**src/rtl/perf_pkg.sv**
```systemverilog
// Shared types and defaults for the pipeline performance monitor.
package perf_pkg;

  typedef enum logic [1:0] {
    ST_IDLE = 2'd0,
    ST_RUN  = 2'd1,
    ST_DONE = 2'd2
  } state_e;

  // One overflow flag per event channel plus one for the cycle counter.
  function automatic int ovf_width(input int num_evt);
    return num_evt + 1;
  endfunction

  localparam int DEF_NUM_EVT = 4;
  localparam int DEF_CNT_W   = 32;
  localparam int DEF_OVF_W   = ovf_width(DEF_NUM_EVT);

endpackage

```
**src/rtl/perf_sat_counter.sv**
```systemverilog
// Saturating up-counter with synchronous clear and a sticky overflow flag.
module perf_sat_counter
  import perf_pkg::*;
#(
  parameter int CNT_W = DEF_CNT_W
) (
  input  logic             clk_i,
  input  logic             rst_i,
  input  logic             clr_i,
  input  logic             inc_i,
  output logic [CNT_W-1:0] cnt_o,
  output logic             ovf_o
);

  logic [CNT_W-1:0] r_cnt;
  logic             r_ovf;
  logic             w_at_max;

  assign w_at_max = &r_cnt;

  // NOTE: sequential state uses non-blocking (<=) so every register samples pre-edge values.
  always_ff @(posedge clk_i) begin
    if (!rst_i) begin
      r_cnt <= '0;
      r_ovf <= 1'b0;
    end else if (clr_i) begin
      r_cnt <= '0;
      r_ovf <= 1'b0;
    end else if (inc_i) begin
      // An increment attempted at all-ones is the saturation event: hold value, flag it.
      if (w_at_max) begin
        r_ovf <= 1'b1;
      end else begin
        r_cnt <= r_cnt + 1'b1;
      end
    end
  end

  assign cnt_o = r_cnt;
  assign ovf_o = r_ovf;

endmodule

```
**src/rtl/pipe_perf_monitor.sv**
```systemverilog
// Cycle and per-channel hazard-event counting with gating, snapshot and a cycle limit.
module pipe_perf_monitor
  import perf_pkg::*;
#(
  parameter int NUM_EVT = DEF_NUM_EVT,
  parameter int CNT_W   = DEF_CNT_W
) (
  input  logic                     clk_i,
  input  logic                     rst_i,
  input  logic                     start_i,
  input  logic                     clr_i,
  input  logic [NUM_EVT-1:0]       evt_i,
  input  logic [CNT_W-1:0]         limit_i,
  input  logic                     snap_i,
  output logic [CNT_W-1:0]         cycle_cnt_o,
  output logic [NUM_EVT*CNT_W-1:0] evt_cnt_o,
  output logic [NUM_EVT:0]         ovf_o,
  output logic [CNT_W-1:0]         snap_cycle_o,
  output logic [NUM_EVT*CNT_W-1:0] snap_evt_o,
  output logic                     snap_valid_o,
  output logic                     done_o,
  output logic                     busy_o
);

  localparam int OVF_W = ovf_width(NUM_EVT);

  state_e                   r_state;
  logic [CNT_W-1:0]         r_limit;
  logic                     r_done;
  logic [CNT_W-1:0]         r_snap_cycle;
  logic [NUM_EVT*CNT_W-1:0] r_snap_evt;
  logic                     r_snap_valid;

  logic                     w_active;
  logic [NUM_EVT-1:0]       w_evt_inc;
  logic [CNT_W-1:0]         w_cycle_cnt;
  logic [CNT_W-1:0]         w_cycle_next;
  logic [NUM_EVT*CNT_W-1:0] w_evt_cnt;
  logic [OVF_W-1:0]         w_ovf;
  logic                     w_limit_hit;

  assign w_active     = (r_state == ST_RUN) && start_i;
  assign w_cycle_next = w_cycle_cnt + 1'b1;
  // A saturated cycle counter wraps w_cycle_next to 0, which never matches a non-zero limit.
  assign w_limit_hit  = w_active && (r_limit != '0) && (w_cycle_next == r_limit);

  // NOTE: combinational outputs get a default first so no path leaves them unassigned (no latch).
  always_comb begin
    w_evt_inc = '0;
    if (w_active) begin
      w_evt_inc = evt_i;
    end
  end

  perf_sat_counter #(.CNT_W(CNT_W)) u_cycle_cnt (
    .clk_i (clk_i),
    .rst_i (rst_i),
    .clr_i (clr_i),
    .inc_i (w_active),
    .cnt_o (w_cycle_cnt),
    .ovf_o (w_ovf[NUM_EVT])
  );

  for (genvar k = 0; k < NUM_EVT; k++) begin : g_evt
    perf_sat_counter #(.CNT_W(CNT_W)) u_evt_cnt (
      .clk_i (clk_i),
      .rst_i (rst_i),
      .clr_i (clr_i),
      .inc_i (w_evt_inc[k]),
      .cnt_o (w_evt_cnt[k*CNT_W +: CNT_W]),
      .ovf_o (w_ovf[k])
    );
  end

  always_ff @(posedge clk_i) begin
    if (!rst_i || clr_i) begin
      r_state <= ST_IDLE;
      r_limit <= '0;
      r_done  <= 1'b0;
    end else begin
      case (r_state)
        ST_IDLE: begin
          if (start_i) begin
            r_limit <= limit_i;
            r_state <= ST_RUN;
          end
        end
        ST_RUN: begin
          if (w_limit_hit) begin
            r_state <= ST_DONE;
            r_done  <= 1'b1;
          end
        end
        ST_DONE: begin
          r_state <= ST_DONE;
        end
        default: begin
          r_state <= ST_IDLE;
        end
      endcase
    end
  end

  // Capture outranks clear so a simultaneous clear still snapshots the pre-clear counts.
  always_ff @(posedge clk_i) begin
    if (!rst_i) begin
      r_snap_cycle <= '0;
      r_snap_evt   <= '0;
      r_snap_valid <= 1'b0;
    end else if (snap_i) begin
      r_snap_cycle <= w_cycle_cnt;
      r_snap_evt   <= w_evt_cnt;
      r_snap_valid <= 1'b1;
    end else if (clr_i) begin
      r_snap_cycle <= '0;
      r_snap_evt   <= '0;
      r_snap_valid <= 1'b0;
    end else begin
      r_snap_valid <= 1'b0;
    end
  end

  assign cycle_cnt_o  = w_cycle_cnt;
  assign evt_cnt_o    = w_evt_cnt;
  assign ovf_o        = w_ovf;
  assign snap_cycle_o = r_snap_cycle;
  assign snap_evt_o   = r_snap_evt;
  assign snap_valid_o = r_snap_valid;
  assign done_o       = r_done;
  assign busy_o       = (r_state == ST_RUN);

endmodule
```
**config.mk**
```make
export PLATFORM = sky130hd
export DESIGN_NAME = pipe_perf_monitor
export DESIGN_NICKNAME = d
export VERILOG_FILES = /design/src/rtl/perf_pkg.sv /design/src/rtl/perf_sat_counter.sv /design/src/rtl/pipe_perf_monitor.sv
export SDC_FILE = /design/constraint.sdc
export NUM_CORES = 1
export LEC_CHECK = 0
export BUFFER_PORTS_ARGS = -buffer_cell sky130_fd_sc_hd__buf_4
export CAP_MARGIN = 30
export CORE_UTILIZATION = 45
export CTS_CLUSTER_SIZE = 20
export DETAILED_ROUTE_END_ITERATION = 8
export PLACE_DENSITY = 0.69
export SYNTH_ARGS = -nofsm -noshare
export SYNTH_HDL_FRONTEND = slang
export SYNTH_SLANG_ARGS = --single-unit
```
**constraint.sdc**
```tcl
create_clock -name clk_i -period 4.3 [get_ports clk_i]
set_input_delay 0.645 -clock clk_i [delete_from_list [all_inputs] [get_ports clk_i]]
set_output_delay 0.645 -clock clk_i [all_outputs]
set_load 0.05 [all_outputs]
```
* Yosys cells after proc, flatten, opt, wreduce, memory -nomap -nowiden
Index checks and enable logic that the tools add are counted.
Word-level totals: flip-flop bits (word level) 361, input bits 41, output and inout bits 328, word-level logic and storage cells 68
Cells by class: add/subtract/negate cells 5, eq/ne operators 5, mux-type cells 9, bitwise gates (word level) 6, reductions and logical operators 27
Operator list (number):
- 2-to-1 mux 128 bit | 2
- AND reduction 33 bit | 5
- adder 32 x 1 -> 32 bit (second input constant) | 5
- AND reduction 32 bit | 5
- 2-to-1 mux 32 bit | 2
- equality test 32 bit | 1
- nonzero test 32 bit | 1
- AND reduction 2 bit | 8
- inverter 1 bit | 6
- case mux 2 bit (3 select lines) | 1
- 2-to-1 mux 2 bit | 2
- 2-to-1 mux 4 bit | 1
- logical AND 1 bit | 3
- equality test 2 x 1 -> 1 bit (second input constant) | 1
- equality test 2 bit (second input constant) | 1
- zero test 2 bit | 1
- inequality test 2 x 1 -> 1 bit (second input constant) | 1
- inequality test 2 bit (second input constant) | 1
- nonzero test 2 bit | 1
- OR reduction 2 bit | 1
- zero test 1 bit | 1
- logical OR 1 bit | 1
- 2-to-1 mux 1 bit | 1

* Longest topological paths before layout
Gate-level depths: netlist of run 1.
depth after elaboration 6, depth in mapped cells 12, gate-level depth less buffers 10

* Hierarchy
From an unflattened synthesis of run 1, not the netlist that was laid out.
Unflattened totals: cell total of the unflattened synthesis 1698, area, all modules 15702.6 µm²
Modules (own cells, without submodules):
- perf_sat_counter | instances 5, cells each 200, area an instance 1682.9 µm², seq. area each 660.6 µm²
- pipe_perf_monitor | instances 1, cells each 698, area an instance 7288.2 µm², seq. area each 3923.8 µm²

* Worst setup path after synthesis of run 1
OpenSTA, ideal clock, no wires.
path type reg2reg, start register u_cycle_cnt.r_cnt[1], in the netlist u_cycle_cnt.cnt_o[1], end register r_state[0], library setup time 0.079 ns, data arrival time 3.418 ns, required time 4.221 ns, setup slack 0.803 ns, cell stages (with the launch flop) 10, buffers on the path 0, period minus slack after synthesis 3.497 ns, path through dfxtp_1 -> ha_1 -> nand3_1 -> nor4_4 -> nand2_1 -> xnor2_1 -> or4_1 -> or4_4 -> or2_4 -> o211ai_1
Between the ends: cells in the longest elaborated chain, start to end 5
Ends and longest elaborated chain:
- start: declaration | RTL line perf_sat_counter.sv:15 | logic [CNT_W-1:0] r_cnt;
- start signal: assignment | RTL line perf_sat_counter.sv:34 | r_cnt <= r_cnt + 1'b1;
- adder 32 x 1 -> 32 bit | RTL line pipe_perf_monitor.sv:43 | assign w_cycle_next = w_cycle_cnt + 1'b1;
- equality test 32 bit | RTL line pipe_perf_monitor.sv:45 | assign w_limit_hit = w_active && (r_limit != '0) && (w_cycle_next == r_limit);
- logical AND 1 bit | RTL line pipe_perf_monitor.sv:45
- inequality test 2 x 1 -> 1 bit (no line)
- AND reduction 2 bit (no line)
- end signal: assignment | RTL line pipe_perf_monitor.sv:77 | r_state <= ST_IDLE;
- end signal: assignment | RTL line pipe_perf_monitor.sv:85 | r_state <= ST_RUN;
- end signal: assignment | RTL line pipe_perf_monitor.sv:90 | r_state <= ST_DONE;
- end: declaration | RTL line pipe_perf_monitor.sv:27 | state_e r_state;
No other way between the ends. A chain may end at the register's enable or synchronous reset.

* Final worst setup path of run 1
start register r_state[1], end register g_evt[1].u_evt_cnt.r_cnt[25]
Between the ends: cells in the longest elaborated chain, start to end 4
Ends and longest elaborated chain:
- equality test 2 x 1 -> 1 bit | RTL line pipe_perf_monitor.sv:42 | assign w_active = (r_state == ST_RUN) && start_i;
- logical AND 1 bit | RTL line pipe_perf_monitor.sv:42
- 2-to-1 mux 4 bit | RTL line pipe_perf_monitor.sv:50 | if (w_active) begin
- AND reduction 2 bit (no line)
- end signal: assignment | RTL line perf_sat_counter.sv:34
- end: declaration | RTL line perf_sat_counter.sv:15
No other way between the ends.

==> results.toml, run 1 <==
[grt]
grtUsageTotal_pct = 24.8
grt_overflow_total = 0
antenna_found_initial = 1
grt_pass1_wl_um = 66600
grt_max_degree = 82
grt_pass1_vias = 12068

[sta]
max_freq_ghz = 0.299
maxSlewViolCount = 0
fin_crit_sh_pct = 77.8
setup_viol = 0
period_needed_ns = 3.35
grt_setup_unrepaired = "false"
tightest_slew_ns = 0.950
fin_tns_setup_ns = 0
finalHoldViolCount = 0
relSlewSlack_pct = 35.0
finClkSkew_ns = 0.0148

[synthesis]
synthCells = 1569
ys_ff_latch = 361
syn_area_sq_mm = 0.0146
syn_avg_cell_area_sq_um = 9.28
ys_warn_count = 0
synth_flop_cell = "dfxtp_1"
synth.distinct_cells = 56
async_flop_share_pct = 0
synth_nets = 1618
seq_area_frac_synth_pct = 49.6
synth_edf_count = 0

[route]
initialDrtViolationCount = 908
drc = 0
dr.pass1.iters = 5
detail-route-antenna-nets = 0
vias = 12679
wl_um = 42300
wl_per_cell_um = 18.2
vias_per_cell = 5.47

[placed_design]
gp_congestion = 0.900
io_buffers = 368
hpwl_um = 29600
placed_area_sq_mm = 0.0176

[worst_setup_path]
critical_path_required_ns = 4.67
startpoint = "r_state[1]$_SDFFE_PP0P_"
worstSetupPathType = "flop to flop"
cp_cell_sequence = "inv_1 -> ha_1 -> and2_1 -> nand2_1 -> a2111oi_0 -> nand3_1 -> nor4_1 -> xnor2_1 -> nor2_1"
rr_startpoint = "r_state[1]$_SDFFE_PP0P_"
cp_top_family = "simple AND/OR/NAND/NOR gates"
crit_path_top_delay_cell = "a2111oi_0"
startpoint_type = "flop"
path_buf_inv = 1
endpoint_kind = "flop"
max_stage_delay_ns = 0.82
crit_path_max_fanout = 8
arrival_ns = 3.71

[finish]
final_common_cell = "buf_4"
nFillCells = 2796
fin_area_sq_mm = 0.0188
drive_gt1_share_pct = 24.0
nets = 1939
layout_common_cells = "buf_4 (378), dfxtp_1 (361), nor2_1 (189)"
area_growth_pct = 29.1

[cts]
clk_pin_slew_ns = 0.06
cts.sinks = 361
cts_tree = "done"
cts_max_level = 2
cts_buffer_depth = 3
cts_root_buf = "clkbuf_16"
cts_resized = 0
post-cts-setup-buffers = 0
clk_latency_ns = 0.52
cts_hold_buf = 0
cts_buffers = 38

[run]
cap_violations = 0

[power_and_ir_drop]
power_density_mw_per_mm2 = 362
p_leak_nw = 7.53
ir_worst_vdd_uv = 239

[worst_hold_path]
hp-class = "input port to flop"
worstHoldStart = "limit_i[19]"

[die]
fp.dieH_um = 182
start_util_pct = 45.9
die_x_um = 182
fp-row-count = 65
dieArea_sq_mm = 0.0331
io_pins = 369
core_sq_mm = 0.0317

[run_status]
outcome = "complete, no violations"
## final cells by class
class | count | area (sq um) | area share, %
Sequential cell | 361 | 7230 | 38.4
Multi-Input combinational cell | 1081 | 6850 | 36.4
Timing Repair Buffer | 382 | 2930 | 15.6
Clock buffer | 52 | 1100 | 5.87
Tap cell | 402 | 503 | 2.67
Inverter | 26 | 97.6 | 0.519
Clock inverter | 12 | 92.6 | 0.492
Antenna cell | 1 | 2.50 | 0.0133
## stage by stage
stage | instances | hold WS (ns) | total power [mW] | setup WS [ns] | utilization, %
finish | 2317 | 0.370 | 6.81 | 0.955 | 59.3
detailed placement | 2252 | 0.455 | 3.69 | 0.959 | 55.5
global placement | 2250 | 0.451 | 3.68 | 1.13 | 55.3
CTS | 2316 | 0.356 | 6.87 | 0.931 | 59.3
global route | 2317 | 0.370 | 7.04 | 0.751 | 59.3
floorplan | 1569 | 0.438 | 3.59 | 0.803 | -
## registers in the layout, summed over array words and instances, names as in the netlist
signal / count
g_evt.u_evt_cnt.cnt_o: 128
u_cycle_cnt.ovf_o: 1
g_evt.u_evt_cnt.ovf_o: 4
snap_evt_o: 128
r_state: 2
done_o: 1
snap_valid_o: 1
r_limit: 32
u_cycle_cnt.cnt_o: 32
snap_cycle_o: 32
## per-layer routing
layer	track usage, %	part of all wire (%)	vias up
li1	-	-	6153
met2	39.9	45	408
met4	8.07	2.9	0
met5	0	0	-
met1	33.0	45	6045
met3	5.60	6.7	73
## worst min-delay path: cells and delay by family
kind | cells | cell delay, ns
compound gates | 1 | 0.05
simple gates | 1 | 0.05
buf+inv | 1 | 0.11
## cell families (layout without fill, tap and decap cells)
group	count (synthesis)	count (layout)	share of synthesized area [%]
buf+inv	127	472	3.49
simple gates	605	605	20.5
compound gates	281	281	14.4
fa+ha+maj	8	8	0.687
xor+xnor	177	177	10.6
flops	361	361	49.6
mux	10	10	0.696
other cells	0	1	0
## where the power goes
| group | switching (mW) | leakage, nW | internal [mW] | total, mW |
|---|---|---|---|---|
| registers | 0.0167 | 2.91 | 3.36 | 3.37 |
| logic | 0.163 | 4.02 | 0.0822 | 0.246 |
| clock network | 1.34 | 0.602 | 1.85 | 3.19 |
| total | 1.52 | 7.53 | 5.29 | 6.81 |
## final timing paths
check             depth (start not counted)                                   endpoint  slack [ns]
setup / recovery                          9  g_evt[1].u_evt_cnt.cnt_o[25]$_SDFFE_PP0P_        0.95
hold / removal                            3                   r_limit[19]$_SDFFE_PP0P_        0.37
setup reg to reg                          9  g_evt[1].u_evt_cnt.cnt_o[25]$_SDFFE_PP0P_        0.95
hold reg to reg                           1              snap_cycle_o[11]$_SDFFE_PN0P_        0.47
## cells in the mapped netlist (3+ instances only)
cell	n	area share [%]
dfxtp_1	361	50
nor2_1	190	4.9
a22o_1	159	9.6
nand2_1	151	3.9
xor2_1	92	5.5
clkbuf_1	85	2.2
xnor2_1	85	5.1
a21oi_1	66	2.3
nand3_1	57	2.0
nand4_1	43	1.8
o21ai_0	27	0.93
inv_1	26	0.67
nor3_1	26	0.89
and3_1	24	1.0
or3_1	23	0.99
and4_1	21	1.3
nor4_1	20	0.86
and2_1	10	0.43
buf_2	9	0.31
mux2i_1	9	0.62
ha_1	8	0.69
nand2b_1	8	0.34
a31oi_1	5	0.21
buf_4	5	0.26
nor2b_1	5	0.21
nor4b_1	5	0.30
or4_1	4	0.21
a2111oi_0	3	0.18
nand4b_1	3	0.18
o2111ai_1	3	0.18
o211ai_1	3	0.15
Power figures use the tool's default switching activity.
==> inputs of run 2 (changes only) <==
- clock period: 4.3 -> 3.3 ns (I/O delays scaled with it)
==> run 2 against run 1 <==
Clock skew grew 0.0045 ns. Global-route usage increased by 0.43 points. Sequential power grew 31%. Final area grew 1.8%. Via count up 1.3%. Highest routed layer unchanged.
==> results.toml, run 2 (synthesis results as in run 1) <==
[placed_design]
gp_congestion = 0.896
io_buffers = 368
hpwl_um = 30300
placed_area_sq_mm = 0.0179

[cts]
cts_hold_buf = 0
cts_root_buf = "clkbuf_16"
clk_pin_slew_ns = 0.06
clk_latency_ns = 0.53
cts_max_level = 2
cts.sinks = 361
cts_buffer_depth = 3
cts_buffers = 39
cts_tree = "done"

[worst_setup_path]
endpoint_kind = "flop"
max_stage_delay_ns = 0.70
worstSetupPathType = "flop to flop"
arrival_ns = 3.54
startpoint_type = "flop"
crit_path_max_fanout = 9
critical_path_required_ns = 3.73
cp_cell_sequence = "nand3_1 -> or4_2 -> nor2_1 -> xnor2_1 -> a2111oi_1 -> nand4_1 -> or2_4 -> o211ai_1"
crit_path_top_delay_cell = "or4_2"

[route]
initialDrtViolationCount = 660
wl_per_cell_um = 18.3
vias = 12842
drc = 0
dr.pass1.iters = 5
vias_per_cell = 5.46
detail-route-antenna-nets = 0
wl_um = 43000

[die]
fp.dieH_um = 182
core_sq_mm = 0.0317
start_util_pct = 45.9
dieArea_sq_mm = 0.0331
fp-row-count = 65
io_pins = 369
die_x_um = 182

[finish]
nFillCells = 2778
area_growth_pct = 31.4
multi_input_area_sq_mm = 0.00685
register_area_sq_mm = 0.00723
final_common_cell = "buf_4"
layout_common_cells = "buf_4 (409), dfxtp_1 (357), nor2_1 (189)"
fin_area_sq_mm = 0.0191
drive_gt1_share_pct = 25.3
nets = 1973

[grt]
grtUsageTotal_pct = 25.3
antenna_found_initial = 1
grt_max_degree = 168
grt_overflow_total = 0
grt_pass1_vias = 12411
grt_pass1_wl_um = 67700

[sta]
setup_viol = 0
maxSlewViolCount = 0
grt_setup_unrepaired = "false"
finClkSkew_ns = 0.0193
fin_tns_setup_ns = 0
fin_crit_sh_pct = 94.2
tightest_slew_ns = 0.911
relSlewSlack_pct = 39.1
hold_slack_ns = 0.222
max_freq_ghz = 0.322
period_needed_ns = 3.11
finalHoldViolCount = 0

[run]
cap_violations = 0

[power_and_ir_drop]
ir_worst_vdd_uv = 309
p_leak_nw = 7.73
power_density_mw_per_mm2 = 474

[run_status]
outcome = "complete, no violations"

[worst_hold_path]
hp-class = "input port to flop"
==> run 2: layout make-up <==
class | count | share of cell area, %
multi-input combinational | 1081 | 35.8
clock inverter | 9 | 0.608
inverter | 26 | 0.510
timing repair buffer | 415 | 16.6
tap | 402 | 2.63
clock buffer | 59 | 6.08
sequential | 361 | 37.8
antenna | 1 | 0.0131
==> run 2: worst paths after layout <==
check                                                       start                        to  slack (ns)  cells after the start
worst max-delay path            u_cycle_cnt.cnt_o[5]$_SDFFE_PP0P_   r_state[0]$_SDFFE_PP0P_        0.19                      8
worst min-delay path                                  limit_i[30]  r_limit[30]$_SDFFE_PP0P_        0.22                      3
worst max register to register  u_cycle_cnt.cnt_o[5]$_SDFFE_PP0P_   r_state[0]$_SDFFE_PP0P_        0.19                      8
worst min register to register                done_o$_SDFFE_PP0P_       done_o$_SDFFE_PP0P_        0.45                      2
==> run 2: metrics by stage <==
step	worst slack [ns]	power, mW	cells	utilization [%]
3_5_place_dp	0.143	4.82	2285	56.3
6_report	0.192	9.08	2354	60.4
3_3_place_gp	0.351	4.81	2284	56.3
5_1_grt	0.0278	9.37	2354	60.4
2_1_floorplan	0.0303	4.68	1569	-
4_1_cts	0.116	9.16	2353	60.4
==> run 2: metal layers <==
metal	part of all wire [%]	global-route usage (%)	routed length (um)	vias to the layer above
li1	-	-	-	6214
met1	44	33.0	19100	6168
met2	47	41.8	20100	388
met3	6.1	5.15	2620	72
met4	2.6	8.00	1140	0
met5	0	0	0	-
==> run 2: critical path: cells and delay by family, from the launching register on <==
family | cells | cell delay [ns]
and+or+nand+nor | 5 | 1.73
AOI/OAI and AO/OA | 2 | 0.67
DFF | 1 | 0.54
xor gates and xnor gates | 1 | 0.09
==> run 2: report_power, final <==
group          switching [mW]  internal [mW]  leakage, nW
clock network            1.76           2.60        0.627
registers              0.0217           4.37         2.91
logic                   0.218          0.110         4.19
==> run 2: what timing repair did <==
item	in CTS	in global routing
resized for setup	0	1
endpoints found under the setup margin	0	3
buffers inserted	0	0
